$ cat src/rtl/sparc_ifu_irferr_ctl_if.sv
// Signal bundle between the IFU IRF error controller and its EXU/ASI neighbours.
// The controller uses the slave modport; the EXU/ASI side (or a bench) drives through master.
interface sparc_ifu_irferr_ctl_if #(
    parameter int CNT_W = 8
);
    logic              exu_ifu_ecc_ce_m;
    logic              exu_ifu_ecc_ue_m;
    logic [7:0]        exu_ifu_err_reg_m;
    logic              exu_ifu_err_synd_7_m;
    logic              exu_ifu_inj_ack;
    logic              ifu_inst_vld_m;
    logic              asi_wr_inj_vld;
    logic              asi_wr_ctl_vld;
    logic              asi_clr_status;
    logic [31:0]       asi_wr_data;
    logic              ifu_exu_inj_irferr;
    logic [7:0]        ifu_exu_ecc_mask;
    logic              ifu_exu_disable_ce_e;
    logic              ifu_exu_nceen_e;
    logic              ifu_ce_replay_w;
    logic              ifu_ue_trap_w;
    logic              ifu_ce_int;
    logic              ifu_inj_done;
    logic [12:0]       err_status;
    logic [CNT_W-1:0]  err_ce_cnt;

    modport master (
        output exu_ifu_ecc_ce_m, exu_ifu_ecc_ue_m, exu_ifu_err_reg_m, exu_ifu_err_synd_7_m,
               exu_ifu_inj_ack, ifu_inst_vld_m, asi_wr_inj_vld, asi_wr_ctl_vld,
               asi_clr_status, asi_wr_data,
        input  ifu_exu_inj_irferr, ifu_exu_ecc_mask, ifu_exu_disable_ce_e, ifu_exu_nceen_e,
               ifu_ce_replay_w, ifu_ue_trap_w, ifu_ce_int, ifu_inj_done, err_status, err_ce_cnt
    );

    modport slave (
        input  exu_ifu_ecc_ce_m, exu_ifu_ecc_ue_m, exu_ifu_err_reg_m, exu_ifu_err_synd_7_m,
               exu_ifu_inj_ack, ifu_inst_vld_m, asi_wr_inj_vld, asi_wr_ctl_vld,
               asi_clr_status, asi_wr_data,
        output ifu_exu_inj_irferr, ifu_exu_ecc_mask, ifu_exu_disable_ce_e, ifu_exu_nceen_e,
               ifu_ce_replay_w, ifu_ue_trap_w, ifu_ce_int, ifu_inj_done, err_status, err_ce_cnt
    );
endinterface

$ cat src/rtl/sparc_ifu_irferr_ctl.sv
// IFU-side IRF ECC control: stages EXU CE/UE reports to W, raises replay/trap/interrupt,
// keeps the error status register and CE counter, and runs the one-shot injection FSM.
module sparc_ifu_irferr_ctl #(
    parameter int CNT_W = 8
) (
    input logic                   clk,
    input logic                   arst_l,
    sparc_ifu_irferr_ctl_if.slave bus
);

    localparam logic [0:0] INJ_IDLE  = 1'b0;
    localparam logic [0:0] INJ_ARMED = 1'b1;

    logic             ceW_q, ueW_q, synd7W_q;
    logic [7:0]       errRegW_q;
    logic             ceen_q, nceen_q;
    logic [0:0]       injState_q, injState_d;
    logic [7:0]       injMask_q, injMask_d;
    logic [12:0]      status_q, status_d, statusBase;
    logic [CNT_W-1:0] ceCnt_q, ceCnt_d, ceCntBase;
    logic             wEvent;
    logic             injWrEn;
    logic             unusedDataBits;

    assign unusedDataBits = ^bus.asi_wr_data[30:8];
    assign injWrEn        = bus.asi_wr_data[31];
    assign wEvent         = ceW_q | ueW_q;

    // A UE in the same report suppresses the CE; killed instructions report nothing.
    always_ff @(posedge clk or negedge arst_l) begin
        if (!arst_l) begin
            ceW_q     <= 1'b0;
            ueW_q     <= 1'b0;
            synd7W_q  <= 1'b0;
            errRegW_q <= 8'h00;
        end else begin
            ceW_q     <= bus.exu_ifu_ecc_ce_m & bus.ifu_inst_vld_m & ~bus.exu_ifu_ecc_ue_m;
            ueW_q     <= bus.exu_ifu_ecc_ue_m & bus.ifu_inst_vld_m;
            synd7W_q  <= bus.exu_ifu_err_synd_7_m;
            errRegW_q <= bus.exu_ifu_err_reg_m;
        end
    end

    // Clear is applied before the W event so a coincident event lands in an empty register.
    always_comb begin
        statusBase = bus.asi_clr_status ? 13'h0000 : status_q;
        status_d   = statusBase;
        if (wEvent) begin
            if (!statusBase[12]) begin
                status_d = {1'b1, ueW_q, ceW_q, 1'b0, synd7W_q, errRegW_q};
            end else if (statusBase[10] && ueW_q) begin
                status_d = {1'b1, 1'b1, 1'b0, 1'b1, synd7W_q, errRegW_q};
            end else begin
                status_d[9] = 1'b1;
            end
        end
    end

    always_comb begin
        ceCntBase = bus.asi_clr_status ? '0 : ceCnt_q;
        ceCnt_d   = ceCntBase;
        if (ceW_q && (ceCntBase != '1)) begin
            ceCnt_d = ceCntBase + CNT_W'(1);
        end
    end

    // Any injection write wins over a coincident ack, so no done pulse is raised then.
    always_comb begin
        injState_d = injState_q;
        injMask_d  = injMask_q;
        if (bus.asi_wr_inj_vld) begin
            injMask_d  = bus.asi_wr_data[7:0];
            injState_d = injWrEn ? INJ_ARMED : INJ_IDLE;
        end else if ((injState_q == INJ_ARMED) && bus.exu_ifu_inj_ack) begin
            injState_d = INJ_IDLE;
        end
    end

    always_ff @(posedge clk or negedge arst_l) begin
        if (!arst_l) begin
            ceen_q     <= 1'b1;
            nceen_q    <= 1'b1;
            injState_q <= INJ_IDLE;
            injMask_q  <= 8'h00;
            status_q   <= 13'h0000;
            ceCnt_q    <= '0;
        end else begin
            if (bus.asi_wr_ctl_vld) begin
                ceen_q  <= bus.asi_wr_data[0];
                nceen_q <= bus.asi_wr_data[1];
            end
            injState_q <= injState_d;
            injMask_q  <= injMask_d;
            status_q   <= status_d;
            ceCnt_q    <= ceCnt_d;
        end
    end

    assign bus.ifu_exu_inj_irferr   = (injState_q == INJ_ARMED);
    assign bus.ifu_exu_ecc_mask     = injMask_q;
    assign bus.ifu_exu_disable_ce_e = ~ceen_q;
    assign bus.ifu_exu_nceen_e      = nceen_q;
    assign bus.ifu_ce_replay_w      = ceW_q;
    assign bus.ifu_ue_trap_w        = ueW_q & nceen_q;
    assign bus.ifu_ce_int           = ceW_q & ceen_q;
    assign bus.ifu_inj_done         = (injState_q == INJ_ARMED) & bus.exu_ifu_inj_ack &
                                      ~bus.asi_wr_inj_vld;
    assign bus.err_status           = status_q;
    assign bus.err_ce_cnt           = ceCnt_q;

endmodule

$ cat src/flat_wrapper.sv
// flat-port wrapper written by rule: the top's interface ports become plain ports
module sparc_ifu_irferr_ctl_flat 
#(
    parameter int CNT_W = 8
)
  (clk, arst_l, bus_exu_ifu_ecc_ce_m, bus_exu_ifu_ecc_ue_m, bus_exu_ifu_err_reg_m, bus_exu_ifu_err_synd_7_m, bus_exu_ifu_inj_ack, bus_ifu_inst_vld_m, bus_asi_wr_inj_vld, bus_asi_wr_ctl_vld, bus_asi_clr_status, bus_asi_wr_data, bus_ifu_exu_inj_irferr, bus_ifu_exu_ecc_mask, bus_ifu_exu_disable_ce_e, bus_ifu_exu_nceen_e, bus_ifu_ce_replay_w, bus_ifu_ue_trap_w, bus_ifu_ce_int, bus_ifu_inj_done, bus_err_status, bus_err_ce_cnt);
  sparc_ifu_irferr_ctl_if #(.CNT_W(CNT_W)) bus_i ();
  input logic clk;
  input logic arst_l;
  input wire logic [$bits(bus_i.exu_ifu_ecc_ce_m)-1:0] bus_exu_ifu_ecc_ce_m;
  input wire logic [$bits(bus_i.exu_ifu_ecc_ue_m)-1:0] bus_exu_ifu_ecc_ue_m;
  input wire logic [$bits(bus_i.exu_ifu_err_reg_m)-1:0] bus_exu_ifu_err_reg_m;
  input wire logic [$bits(bus_i.exu_ifu_err_synd_7_m)-1:0] bus_exu_ifu_err_synd_7_m;
  input wire logic [$bits(bus_i.exu_ifu_inj_ack)-1:0] bus_exu_ifu_inj_ack;
  input wire logic [$bits(bus_i.ifu_inst_vld_m)-1:0] bus_ifu_inst_vld_m;
  input wire logic [$bits(bus_i.asi_wr_inj_vld)-1:0] bus_asi_wr_inj_vld;
  input wire logic [$bits(bus_i.asi_wr_ctl_vld)-1:0] bus_asi_wr_ctl_vld;
  input wire logic [$bits(bus_i.asi_clr_status)-1:0] bus_asi_clr_status;
  input wire logic [$bits(bus_i.asi_wr_data)-1:0] bus_asi_wr_data;
  output wire logic [$bits(bus_i.ifu_exu_inj_irferr)-1:0] bus_ifu_exu_inj_irferr;
  output wire logic [$bits(bus_i.ifu_exu_ecc_mask)-1:0] bus_ifu_exu_ecc_mask;
  output wire logic [$bits(bus_i.ifu_exu_disable_ce_e)-1:0] bus_ifu_exu_disable_ce_e;
  output wire logic [$bits(bus_i.ifu_exu_nceen_e)-1:0] bus_ifu_exu_nceen_e;
  output wire logic [$bits(bus_i.ifu_ce_replay_w)-1:0] bus_ifu_ce_replay_w;
  output wire logic [$bits(bus_i.ifu_ue_trap_w)-1:0] bus_ifu_ue_trap_w;
  output wire logic [$bits(bus_i.ifu_ce_int)-1:0] bus_ifu_ce_int;
  output wire logic [$bits(bus_i.ifu_inj_done)-1:0] bus_ifu_inj_done;
  output wire logic [$bits(bus_i.err_status)-1:0] bus_err_status;
  output wire logic [$bits(bus_i.err_ce_cnt)-1:0] bus_err_ce_cnt;
  assign bus_i.exu_ifu_ecc_ce_m = bus_exu_ifu_ecc_ce_m;
  assign bus_i.exu_ifu_ecc_ue_m = bus_exu_ifu_ecc_ue_m;
  assign bus_i.exu_ifu_err_reg_m = bus_exu_ifu_err_reg_m;
  assign bus_i.exu_ifu_err_synd_7_m = bus_exu_ifu_err_synd_7_m;
  assign bus_i.exu_ifu_inj_ack = bus_exu_ifu_inj_ack;
  assign bus_i.ifu_inst_vld_m = bus_ifu_inst_vld_m;
  assign bus_i.asi_wr_inj_vld = bus_asi_wr_inj_vld;
  assign bus_i.asi_wr_ctl_vld = bus_asi_wr_ctl_vld;
  assign bus_i.asi_clr_status = bus_asi_clr_status;
  assign bus_i.asi_wr_data = bus_asi_wr_data;
  assign bus_ifu_exu_inj_irferr = bus_i.ifu_exu_inj_irferr;
  assign bus_ifu_exu_ecc_mask = bus_i.ifu_exu_ecc_mask;
  assign bus_ifu_exu_disable_ce_e = bus_i.ifu_exu_disable_ce_e;
  assign bus_ifu_exu_nceen_e = bus_i.ifu_exu_nceen_e;
  assign bus_ifu_ce_replay_w = bus_i.ifu_ce_replay_w;
  assign bus_ifu_ue_trap_w = bus_i.ifu_ue_trap_w;
  assign bus_ifu_ce_int = bus_i.ifu_ce_int;
  assign bus_ifu_inj_done = bus_i.ifu_inj_done;
  assign bus_err_status = bus_i.err_status;
  assign bus_err_ce_cnt = bus_i.err_ce_cnt;
  sparc_ifu_irferr_ctl #(.CNT_W(CNT_W)) u_core (.clk(clk), .arst_l(arst_l), .bus(bus_i));
endmodule
$ cat config.mk
export PLATFORM = sky130hd
export DESIGN_NAME = sparc_ifu_irferr_ctl_flat
export DESIGN_NICKNAME = d
export VERILOG_FILES = /design/src/rtl/sparc_ifu_irferr_ctl_if.sv /design/src/rtl/sparc_ifu_irferr_ctl.sv /design/src/flat_wrapper.sv
export SDC_FILE = /design/constraint.sdc
export NUM_CORES = 1
export LEC_CHECK = 0
export BUFFER_PORTS_ARGS = -buffer_cell sky130_fd_sc_hd__buf_4
export CORE_MARGIN = 2
export CORE_UTILIZATION = 41
export DETAILED_ROUTE_END_ITERATION = 10
export PLACE_DENSITY = 0.85
export SLEW_MARGIN = 20
export SYNTH_ARGS = -nofsm -noshare
export SYNTH_HDL_FRONTEND = slang
export SYNTH_SLANG_ARGS = --single-unit
$ cat constraint.sdc
create_clock -name clk -period 1.29 [get_ports clk]
set_clock_uncertainty 0.1 [all_clocks]
set_input_delay 0.0645 -clock clk [delete_from_list [all_inputs] [get_ports clk]]
set_output_delay 0.0645 -clock clk [all_outputs]
set_load 0.01 [all_outputs]
**Word-level counts from Yosys, hierarchy flattened**

Cells that the tools add are included.

- Logic and storage cells: 39
- Bits of input ports: 50
- Bits in registers: 43
- Output and inout port bits: 36

- Multiplexer cells: 10
- Equal/unequal tests: 1
- Bitwise gates (word level): 11
- $add $sub $neg: 1
- Reduce and logical (&&, ||, !) cells: 5

Operators with widths:

| kind | number |
|---|---|
| 13-bit two-way mux | 2 |
| 8-bit two-way mux | 2 |
| 12-bit two-way mux | 1 |
| 9-bit two-way mux | 1 |
| 8-bit by 1-bit adder with 8-bit output, second input constant | 1 |
| 8-bit != test, second input constant | 1 |
| 1-bit AND | 7 |
| 2-bit nonzero test | 2 |
| 1-bit logical AND | 3 |
| 1-bit two-way mux | 3 |
| 1-bit inverter | 3 |
| 2-bit two-way mux | 1 |
| 1-bit OR | 1 |

**Logic depth before layout (Yosys ltp)**

- Depth after elaboration: 5
- Mapped depth: 4
- Depth with buffers taken out: 3

**Least setup slack after synthesis**

Ideal clock, no wire load.

- Path type: register to register
- Start point: register u_core.ceCnt_q[4] (netlist: u_core.bus.err_ce_cnt[4])
- End point: register u_core.ceCnt_q[4] (netlist: u_core.bus.err_ce_cnt[4])
- Stages on the path, launching flop included: 5
- Library setup time: 0.134 ns
- Clock period less this slack: 1.452 ns
- Required time: 1.056 ns
- Path buffers: 1
- Arrival: 1.219 ns
- Slack: -0.162 ns
- Cell sequence: dfrtp_1 > and3_1 > buf_6 > a2111oi_2 > o21ai_0

- Word-level cells in the longest chain between the ends: 4
- Elaborated cells between the ends (all ways): 5
- Classes of those cells: add/sub (1); eq/ne (1); mux (2); reduce/logical (1)

Ends and longest elaborated chain:

| element | RTL line | text |
|---|---|---|
| start: declaration | sparc_ifu_irferr_ctl.sv:20 | `logic [CNT_W-1:0] ceCnt_q, ceCnt_d, ceCntBase;` |
| start signal: assignment | sparc_ifu_irferr_ctl.sv:95 | `ceCnt_q <= ceCnt_d;` |
| 8-bit two-way mux (*) | sparc_ifu_irferr_ctl.sv:60 | `ceCntBase = bus.asi_clr_status ? '0 : ceCnt_q;` |
| branches (longest 2 deep; another with 8-bit by 1-bit adder with 8-bit output) | n/a |  |
| 8-bit two-way mux (*) | sparc_ifu_irferr_ctl.sv:62 | `if (ceW_q && (ceCntBase != '1)) begin` |
| named net u_core.ceCnt_d[4] | sparc_ifu_irferr_ctl.sv:20 |  |

Mark *: on every way through the listed nets, which the timed path passes.
A chain may end at the register's enable or synchronous reset.

**Worst setup path in the final report**

- Start point: register u_core.ueW_q
- End point: register u_core.status_q[1] (netlist: u_core.bus.err_status[1])

- Word-level cells in the longest chain between the ends: 4
- Elaborated cells between the ends (all ways): 5
- Classes of those cells: mux (3); bitwise (1); reduce/logical (1)

Ends and longest elaborated chain:

| element | RTL line | text |
|---|---|---|
| start: declaration | sparc_ifu_irferr_ctl.sv:14 | `logic ceW_q, ueW_q, synd7W_q;` |
| start signal: assignment | sparc_ifu_irferr_ctl.sv:38 | `ueW_q <= bus.exu_ifu_ecc_ue_m & bus.ifu_inst_vld_m;` |
| 1-bit logical AND | sparc_ifu_irferr_ctl.sv:51 | `end else if (statusBase[10] && ueW_q) begin` |
| 9-bit two-way mux | sparc_ifu_irferr_ctl.sv:51 |  |
| 12-bit two-way mux | sparc_ifu_irferr_ctl.sv:49 | `if (!statusBase[12]) begin` |
| 13-bit two-way mux (*) | sparc_ifu_irferr_ctl.sv:48 | `if (wEvent) begin` |
| named net u_core.status_d[1] | sparc_ifu_irferr_ctl.sv:19 | `logic [12:0] status_q, status_d, statusBase;` |
| end signal: assignment | sparc_ifu_irferr_ctl.sv:94 | `status_q <= status_d;` |
| end: declaration | sparc_ifu_irferr_ctl.sv:19 |  |

Mark *: on every way through the listed nets, which the timed path passes. The rest lies on a longest branch.

==> flow_summary.json <==
{
  "outcome": "finished with violations",
  "violations": "negative setup slack",
  "hold_violations": 0,
  "gp_congestion": 0.735,
  "fmax_mhz": 736,
  "crit_type": "flop to flop",
  "synth_area_leaders": "dfrtp_1 (58%), mux2_2 (12%), nor2b_1 (3.6%)",
  "antenna_found_initial": 0,
  "syn_area_um2": 1760,
  "max_slew_margin_pct": 63.9,
  "yosys_warnings": 0,
  "pwr-share-clk_pct": 33.7,
  "cts_max_level": 2,
  "grt_max_degree": 44,
  "leakagePower_nw": 1.35,
  "synthAdderAreaFrac_pct": 0,
  "coreArea_um2": 4060,
  "drive_gt1_share_pct": 53.4,
  "die-area_um2": 4840,
  "synth_area_leader_cell": "dfrtp_1",
  "tritoncts": "built",
  "setup_ws_ns": -0.0690,
  "mostFrequentLayoutCell": "buf_4",
  "hold_depth": 2,
  "grt_pass1_wl_mm": 7.14,
  "antenna_cells": 0,
  "synth_top_area_share_pct": 58.2,
  "post_synth.cell_area_avg_um2": 13.0,
  "place_ws_ns": -0.0623,
  "period_share_pct": 105,
  "synthCells": 135,
  "hp-class": "input port to flop",
  "wl_mm": 4.30,
  "synth_ff_type": "dfrtp_1",
  "power.total_mw": 3.07,
  "clock_sinks": 43,
  "synth_compound_area_share_pct": 10.8,
  "powerDensity_nw_per_um2": 1060,
  "min_period_ns": 1.36,
  "layout_common_cells": "buf_4 (79), dfrtp_1 (36), dlygate4sd3_1 (25)",
  "seqCellArea_um2": 1080,
  "critPathMaxFanout": 9,
  "endpoint": "u_core.bus.err_status[1]",
  "initial_utilization_pct": 43.4,
  "first_pass_iters": 4,
  "grt_pass1_vias": 1526,
  "multi_input_area_um2": 696,
  "grt_use_total_pct": 18.7,
  "power.share.combinational_pct": 17.3,
  "syn2layout_area_growth_pct": 63.6,
  "clkLatencyLatePin_ns": 0.29,
  "ys_seq_area_share_pct": 61.2,
  "nFillCells": 290,
  "r2r_start": "u_core.ueW_q",
  "die_h_um": 69.6,
  "wl_per_cell_um": 14.5,
  "synth_top_family_by_area": "simple AND/OR/NAND/NOR gates",
  "p_switching_mw": 0.724,
  "rr_endpoint": "u_core.bus.err_status[1]",
  "port_buffers": 62,
  "yosys.area_share.simple_pct": 12.6,
  "viasPerCell": 4.95,
  "cp-end-kind": "flop",
  "ir_worst_vdd_mv": 0.920,
  "grt-ovfl-total": 0,
  "crit_arrival_ns": 1.44,
  "cts_buffer_depth": 2,
  "vias": 1469,
  "fin_nets": 296,
  "synth_nets": 185,
  "r2r_cells": 4,
  "dpl.hpwl_mm": 2.74,
  "p_int_mw": 2.34,
  "drt_iter0_markers": 51,
  "root_buffer": "clkbuf_8",
  "r2r_slack_ns": -0.07,
  "dieWidth_um": 69.6,
  "clkTransAtPathRegs_ns": 0.09,
  "cap_violations": 0,
  "switching_share_pct": 23.6,
  "async_reset_ff_share_pct": 100,
  "drc_errors": 0,
  "num_io_pins": 86,
  "power.share.sequential_pct": 48.9,
  "synth_cell_types": 32,
  "slew_viol_final": 0,
  "rows": 23,
  "synth_xor_area_share_pct": 0.994,
  "ant_nets": 0,
  "worst_slew_pin_slew_ns": 0.541,
  "setup_viol": 10,
  "rsz0062_at_grt": "yes",
  "synth_seq_cells": 43,
  "numCtsBuffers": 5,
  "startpoint": "u_core.ueW_q",
  "synth_edf_count": 0,
  "synthMuxAreaShare_pct": 11.5,
  "required_ns": 1.37,
  "start_kind": "flop"
}
==> sequential cells by signal (all words and copies together) (netlist names) <==
| name | flops |
|---|---|
| u_core.synd7W_q | 1 |
| u_core.bus.err_ce_cnt | 8 |
| u_core.ueW_q | 1 |
| u_core.ceen_q | 1 |
| u_core.bus.ifu_exu_ecc_mask | 8 |
| u_core.errRegW_q | 8 |
| u_core.bus.ifu_exu_nceen_e | 1 |
| u_core.bus.ifu_ce_replay_w | 1 |
| u_core.bus.ifu_exu_inj_irferr | 1 |
| u_core.bus.err_status | 13 |
==> worst min path at each step <==
stage | startpoint | endpoint | slack, ns
3_3_place_gp | arst_l | u_core.bus.err_ce_cnt[3] | -0.02
4_1_cts | bus_asi_wr_inj_vld | u_core.bus.ifu_exu_inj_irferr | 0.02
6_report | bus_asi_wr_inj_vld | u_core.bus.ifu_exu_inj_irferr | 0.03
3_5_place_dp | arst_l | u_core.bus.err_ce_cnt[3] | -0.01
5_1_grt | bus_asi_wr_inj_vld | u_core.bus.ifu_exu_inj_irferr | 0.04
2_1_floorplan | arst_l | u_core.bus.err_ce_cnt[0] | -0.33
==> timing repair <==
action	CTS	global route
hold buffers	25	1
pin swaps	3	4
setup buffers	2	2
gates resized for setup	3	12
endpoints found under the setup margin	13	19
hold endpoints to repair	64	1
==> logic make-up after synthesis <==
kind of cell              after synthesis
DFF                                    43
and+or+nand+nor                        40
AOI/OAI and AO/OA                      22
muxes                                  18
buffers and inverters                  10
xor gates and xnor gates                2
==> synth_stat cells, drive strengths merged (2+ instances only) <==
cell     instances
nand3            2
o21ai            5
buf              5
a21oi            3
nand2b           2
a211oi           3
and2             3
nor2b           10
a2111oi          2
dfstp            2
mux2            18
and3             2
a31oi            3
nor2             7
inv              5
xnor2            2
dfrtp           41
nand4            2
nand2            9
==> metal layers <==
layer	track usage, %	vias to the layer above	routed length (um)
met5	0	-	0
met4	4.79	0	34
met3	6.25	5	347
met2	32.7	62	2270
met1	22.1	709	1640
li1	-	693	-
==> through the flow <==
| stage | instance area (um2) | instances | util [%] | hold slack [ns] | TNS (ns) |
|---|---|---|---|---|---|
| after floorplan | 1790 | 135 | - | -0.331 | -0.648 |
| after global placement | 2440 | 260 | 60.0 | -0.0165 | -0.222 |
| after detailed placement | 2440 | 260 | 60.0 | -0.00974 | -0.482 |
| after global routing | 2880 | 297 | 71.0 | 0.0399 | -0.969 |
| after CTS | 2830 | 295 | 69.8 | 0.0215 | -0.668 |
| final | 2880 | 297 | 71.0 | 0.0336 | -0.581 |
==> power by group through the flow <==
stage / logic, mW / clock network, mW / registers (mW)
final: 0.532 / 1.03 / 1.50
after global routing: 0.574 / 1.13 / 1.51
after CTS: 0.529 / 1.07 / 1.50
after detailed placement: 0.467 / 0 / 1.52
after global placement: 0.456 / 0 / 1.52
after floorplan: 0.146 / 0 / 1.56
==> area by class of cell <==
cell class	instances	share of cell area, %
clock inverter	3	1.52
sequential	43	37.6
clock buffer	5	2.39
multi-input combinational	82	24.1
tap	50	2.17
timing repair buffer	109	31.5
inverter	5	0.651
==> critical path: stages (launching register included) <==
cell	delay, ns
dfrtp_1	0.41
nor2_2	0.08
a31oi_4	0.17
buf_12	0.15
mux2_2	0.33
No activity file was read; power rests on OpenSTA's default activity.
